===== config.mk =====
export PLATFORM = sky130hd
export DESIGN_NAME = shift_secuencial_ctrl
export DESIGN_NICKNAME = d
export VERILOG_FILES = /design/src/rtl/shift_secuencial_ctrl.sv
export SDC_FILE = /design/constraint.sdc
export NUM_CORES = 1
export LEC_CHECK = 0
export CAP_MARGIN = 30
export CORE_MARGIN = 10
export CORE_UTILIZATION = 51
export DETAILED_ROUTE_END_ITERATION = 10
export PLACE_DENSITY = 0.88
export SYNTH_ARGS = -nofsm -noshare
export SYNTH_HDL_FRONTEND = slang
export SYNTH_SLANG_ARGS = --single-unit

===== constraint.sdc =====
create_clock -name clk_i -period 2.3 [get_ports clk_i]
set_input_delay 0.46 -clock clk_i [delete_from_list [all_inputs] [get_ports clk_i]]
set_output_delay 0.46 -clock clk_i [all_outputs]
set_load 0.01 [all_outputs]

===== src/rtl/shift_secuencial_ctrl.sv =====
// Multi-cycle SLL/SRL/SRA sequencer, at most PASO bit positions per clock, start/busy/done handshake.
// Define SHIFT_ROTATE_EN to turn operation code 11 into rotate-right; otherwise 11 flags error_o.
//
// state    | meaning
// ST_IDLE  | waiting for inicio_i, salida_o holds the last result
// ST_SHIFT | working register shifted by min(PASO, cnt) each clock
// ST_DONE  | one cycle, listo_o high with salida_o valid
module shift_secuencial_ctrl #(
   parameter int N    = 16,
   parameter int PASO = 1
) (
   input  logic         clk_i,
   input  logic         rst_i,
   input  logic         inicio_i,
   input  logic [N-1:0] a_i,
   input  logic [N-1:0] b_i,
   input  logic [1:0]   operacion_i,
   output logic         ocupado_o,
   output logic         listo_o,
   output logic         error_o,
   output logic [N-1:0] salida_o
);

   localparam int CW = $clog2(N + 1);
   localparam logic [CW-1:0] LP_N_CNT = CW'(N);
   localparam logic [CW-1:0] LP_PASO  = CW'(PASO);
   localparam logic [N-1:0]  LP_N_VEC = N'(N);

   typedef enum logic [1:0] {
      ST_IDLE  = 2'd0,
      ST_SHIFT = 2'd1,
      ST_DONE  = 2'd2
   } state_t;

   state_t        r_state, w_state_next;
   logic [N-1:0]  r_work, w_work_next;
   logic [N-1:0]  r_salida, w_salida_next;
   logic [CW-1:0] r_cnt, w_cnt_next;
   logic [1:0]    r_op, w_op_next;
   logic [CW-1:0] w_cnt_ini, w_step, w_cnt_rest;
   logic [N-1:0]  w_shifted;
   logic          w_op_in_bad;

   // Amount latched on start: saturated to N, except rotate (mod N) and unsupported codes (0).
   always_comb begin
      w_cnt_ini   = (b_i >= LP_N_VEC) ? LP_N_CNT : CW'(b_i);
      w_op_in_bad = 1'b0;
`ifdef SHIFT_ROTATE_EN
      if (operacion_i == 2'b11) begin
         w_cnt_ini = CW'(b_i % LP_N_VEC);
      end
`else
      if (operacion_i == 2'b11) begin
         w_cnt_ini   = '0;
         w_op_in_bad = 1'b1;
      end
`endif
   end

   assign w_step     = (r_cnt < LP_PASO) ? r_cnt : LP_PASO;
   assign w_cnt_rest = r_cnt - w_step;

   // The working register MSB stays equal to the latched sign under SRA, so >>> replicates it.
   always_comb begin
      w_shifted = r_work;
      case (r_op)
         2'b00:   w_shifted = r_work << w_step;
         2'b01:   w_shifted = r_work >> w_step;
         2'b10:   w_shifted = $signed(r_work) >>> w_step;
`ifdef SHIFT_ROTATE_EN
         2'b11:   w_shifted = (r_work >> w_step) | (r_work << (LP_N_CNT - w_step));
`endif
         default: w_shifted = r_work;
      endcase
   end

   always_comb begin
      w_state_next  = r_state;
      w_work_next   = r_work;
      w_cnt_next    = r_cnt;
      w_op_next     = r_op;
      w_salida_next = r_salida;
      case (r_state)
         ST_IDLE: begin
            if (inicio_i) begin
               w_work_next = a_i;
               w_op_next   = operacion_i;
               w_cnt_next  = w_cnt_ini;
               if (w_cnt_ini != '0) begin
                  w_state_next = ST_SHIFT;
               end else begin
                  w_state_next  = ST_DONE;
                  w_salida_next = w_op_in_bad ? '0 : a_i;
               end
            end
         end
         ST_SHIFT: begin
            w_work_next = w_shifted;
            w_cnt_next  = w_cnt_rest;
            if (w_cnt_rest == '0) begin
               w_state_next  = ST_DONE;
               w_salida_next = w_shifted;
            end
         end
         ST_DONE: begin
            w_state_next = ST_IDLE;
         end
         default: begin
            w_state_next = ST_IDLE;
         end
      endcase
   end

   always_ff @(posedge clk_i or posedge rst_i) begin
      if (rst_i) begin
         r_state  <= ST_IDLE;
         r_work   <= '0;
         r_salida <= '0;
         r_cnt    <= '0;
         r_op     <= '0;
      end else begin
         r_state  <= w_state_next;
         r_work   <= w_work_next;
         r_salida <= w_salida_next;
         r_cnt    <= w_cnt_next;
         r_op     <= w_op_next;
      end
   end

   assign ocupado_o = (r_state != ST_IDLE);
   assign listo_o   = (r_state == ST_DONE);
   assign salida_o  = r_salida;
`ifdef SHIFT_ROTATE_EN
   assign error_o   = 1'b0;
`else
   assign error_o   = (r_state == ST_DONE) && (r_op == 2'b11);
`endif

endmodule


==> impl_metrics.py <==
metrics = {
    "outcome": {
        "status": "finished, final reports clean",
    },
    "logic_synthesis": {
        "synth-async-reset-ratio_pct": 100,
        "synth.distinct_cells": 52,
        "synthMuxAreaShare_pct": 5.11,
        "synth_compound_area_share_pct": 31.0,
        "synth_top_family_by_area": "compound AO/OA/AOI/OAI gates",
        "synth-seq-cells": 41,
        "synth_xor_area_share_pct": 0.338,
        "ys_seq_area_share_pct": 39.5,
        "synthAdderAreaFrac_pct": 0.482,
        "synth_edf_count": 0,
        "synth-main-ff-cell": "dfrtp_1",
        "synth_area_um2": 2590,
        "synth.area.top_cells": "dfrtp_1 40%, o21ai_0 6.0%, nor2_1 5.6%",
        "syn_avg_cell_area_um2": 8.98,
        "syn_nets": 327,
        "synthMostInstantiatedCell": "dfrtp_1",
        "synth_common_cells": "41 x dfrtp_1, 39 x nor2_1, 31 x o21ai_0",
        "synth_top_area_cell": "dfrtp_1",
        "synthSimpleGateAreaFrac_pct": 18.6,
        "synth.top_cell.area_share_pct": 39.5,
        "ys_warn_count": 0,
        "synthCells": 289,
    },
    "sta": {
        "fmax_mhz": 442,
        "slew_headroom_pct": 55.5,
        "setup_viol": 0,
        "tightest_slew_ns": 0.665,
        "fin_setup_tns_ns": 0,
        "timing.final.crit_share_pct": 98.3,
        "hold_ws_ns": 0.510,
        "hold_violations": 0,
        "skew_ns": 0.0103,
        "rsz0062_at_grt": "no",
        "slew_violations": 0,
        "timing.final.crit_period_ns": 2.26,
    },
    "setup_path": {
        "crit_path_max_fanout": 17,
        "crit_path_start_kind": "flop",
        "crit_type": "flop to flop",
        "required_ns": 2.52,
        "crit_arrival_ns": 2.48,
        "cp-end-kind": "flop",
    },
    "die": {
        "rows": 25,
        "start_util_pct": 53.9,
        "die-width_um": 91.3,
        "die_h_um": 91.3,
        "die_area_um2": 8340,
        "pin_count": 56,
        "core-area_um2": 4820,
    },
    "grt": {
        "grt_pass1_wl_um": 12800,
        "grt_max_degree": 42,
        "track_usage_pct": 18.5,
        "overflow": 0,
        "antenna_found_initial": 0,
        "grt_pass1_vias": 2588,
    },
    "clock_tree": {
        "clkTransAtPathRegs_ns": 0.09,
        "post_cts_buffers": 0,
        "clk_latency_ns": 0.31,
        "htree_num_levels": 2,
        "clk_path_buf_depth": 2,
        "cts_tree": "done",
        "cts_resized": 0,
        "clock_sinks": 41,
        "cts_root_buf": "clkbuf_8",
        "ctsHoldBuffers": 0,
        "cts_buffers": 5,
    },
    "drt": {
        "via_per_inst": 6.35,
        "firstDrtPassIters": 6,
        "ant_nets": 0,
        "vias": 2641,
        "totalWireLength_um": 7810,
        "routedWlPerCell_um": 18.8,
        "drc": 0,
        "first_iter_violations": 337,
    },
    "power": {
        "netSwitchingFraction_pct": 46.0,
        "p_comb_share_pct": 59.8,
        "seq_power_share_pct": 28.5,
        "irDropWorstVdd_uv": 1030,
        "power.total_mw": 5.30,
        "p_sw_mw": 2.43,
        "p_leak_nw": 1.34,
        "p_per_area_nw_per_um2": 1570,
        "clockPowerShare_pct": 11.7,
        "p_int_mw": 2.86,
    },
    "worst_hold_path": {
        "hold_path_class": "flop to flop",
    },
    "placement": {
        "place_congestion": 0.912,
        "io_buffer_count": 55,
        "hpwlAfterDp_um": 5600,
    },
    "cells_and_area": {
        "drive_gt1_share_pct": 12.0,
        "multi_input_area_um2": 1440,
        "diodes": 0,
        "fillers": 371,
        "seq_area_um2": 1030,
        "area_growth_pct": 30.1,
        "nets": 386,
    },
    "job": {
        "maxCapViolCount": 0,
    },
}
power by group through the flow:
stage	sequential, mW	clock (mW)	combinational, mW
after floorplan	1.46	0	2.09
after global placement	1.49	0	2.94
after detailed placement	1.50	0	3.09
after CTS	1.50	0.615	3.14
after global routing	1.56	0.643	3.46
final	1.51	0.618	3.17
placed cells by master, fill, tap and decap left out, types with 2 or more instances in the layout:
master	synthesis	final
a211o_1	8	8
a31oi_2	3	3
dfrtp_1	41	41
o211ai_1	2	2
a21oi_1	25	25
a211oi_1	3	3
clkbuf_8	0	6
o21ai_0	31	31
a31oi_1	12	12
mux2_2	2	2
inv_1	5	5
mux2i_1	11	11
nor2_1	39	39
or2_2	2	2
nor2b_1	5	5
a221o_1	2	2
clkdlybuf4s50_1	0	55
a32oi_1	4	4
o32ai_1	9	9
nand2b_1	4	4
nor3_1	4	4
o221ai_1	2	2
nor4_2	2	2
nand2_1	22	22
nand3_1	4	4
a21o_1	2	2
buf_4	2	16
nor4_4	2	2
layout make-up:
| cell class | instances | area share (%) |
|---|---|---|
| multi-input cells | 223 | 42.7 |
| flip-flops and latches | 41 | 30.4 |
| repair buffers | 72 | 20.5 |
| clock buffers | 7 | 2.56 |
| well taps | 67 | 2.48 |
| clock inverters | 1 | 0.890 |
| inverters | 5 | 0.556 |
registers in the layout, summed over array words and instances (netlist names):
register  flops
r_work       16
r_op          2
salida_o     16
r_state       2
r_cnt         5
layer usage:
metal | vias up | GRT usage, % | part of all wire (%)
li1 | 1214 | - | -
met1 | 1266 | 21.0 | 39
met2 | 144 | 32.8 | 52
met3 | 17 | 5.02 | 7.1
met4 | 0 | 6.01 | 1.8
met5 | - | 0 | 0
through the flow:
| step | area, um2 | setup slack, ns | utilization [%] | std cells |
|---|---|---|---|---|
| after detailed placement | 3260 | -0.119 | 67.7 | 408 |
| after CTS | 3380 | 0.122 | 70.1 | 416 |
| after floorplan | 2590 | 0.385 | - | 289 |
| after global placement | 3260 | -0.000192 | 67.7 | 408 |
| after global routing | 3380 | 0.00787 | 70.1 | 416 |
| final | 3380 | 0.0389 | 70.1 | 416 |
logic make-up after synthesis:
kind of cell | Yosys count
AO/OA/AOI/OAI | 116
flip-flops | 41
AND/OR/NAND/NOR | 92
adder cells (fa/ha/maj) | 1
multiplexers | 13
buffers and inverters | 25
XOR/XNOR | 1
critical path, stage by stage (launching register included):
cell	delay (ns)
dfrtp_1	0.46
nor3_1	0.28
a21o_1	0.19
ha_1	0.20
nand3_1	0.19
a221oi_4	0.32
buf_4	0.29
nor2_1	0.09
a31oi_2	0.15
path summary, 6_finish.rpt:
check	startpoint	to	slack (ns)	depth (start not counted)
worst max-delay path	r_cnt[2]	salida_o[6]	0.04	8
worst min-delay path	salida_o[15]	salida_o[15]	0.51	1
worst max register to register	r_cnt[2]	salida_o[6]	0.04	8
worst min register to register	salida_o[15]	salida_o[15]	0.51	1
max in group asynchronous	rst_i	salida_o[2]	1.35	3
min in group asynchronous	rst_i	r_cnt[1]	0.56	3
Power figures use the tool's default switching activity.
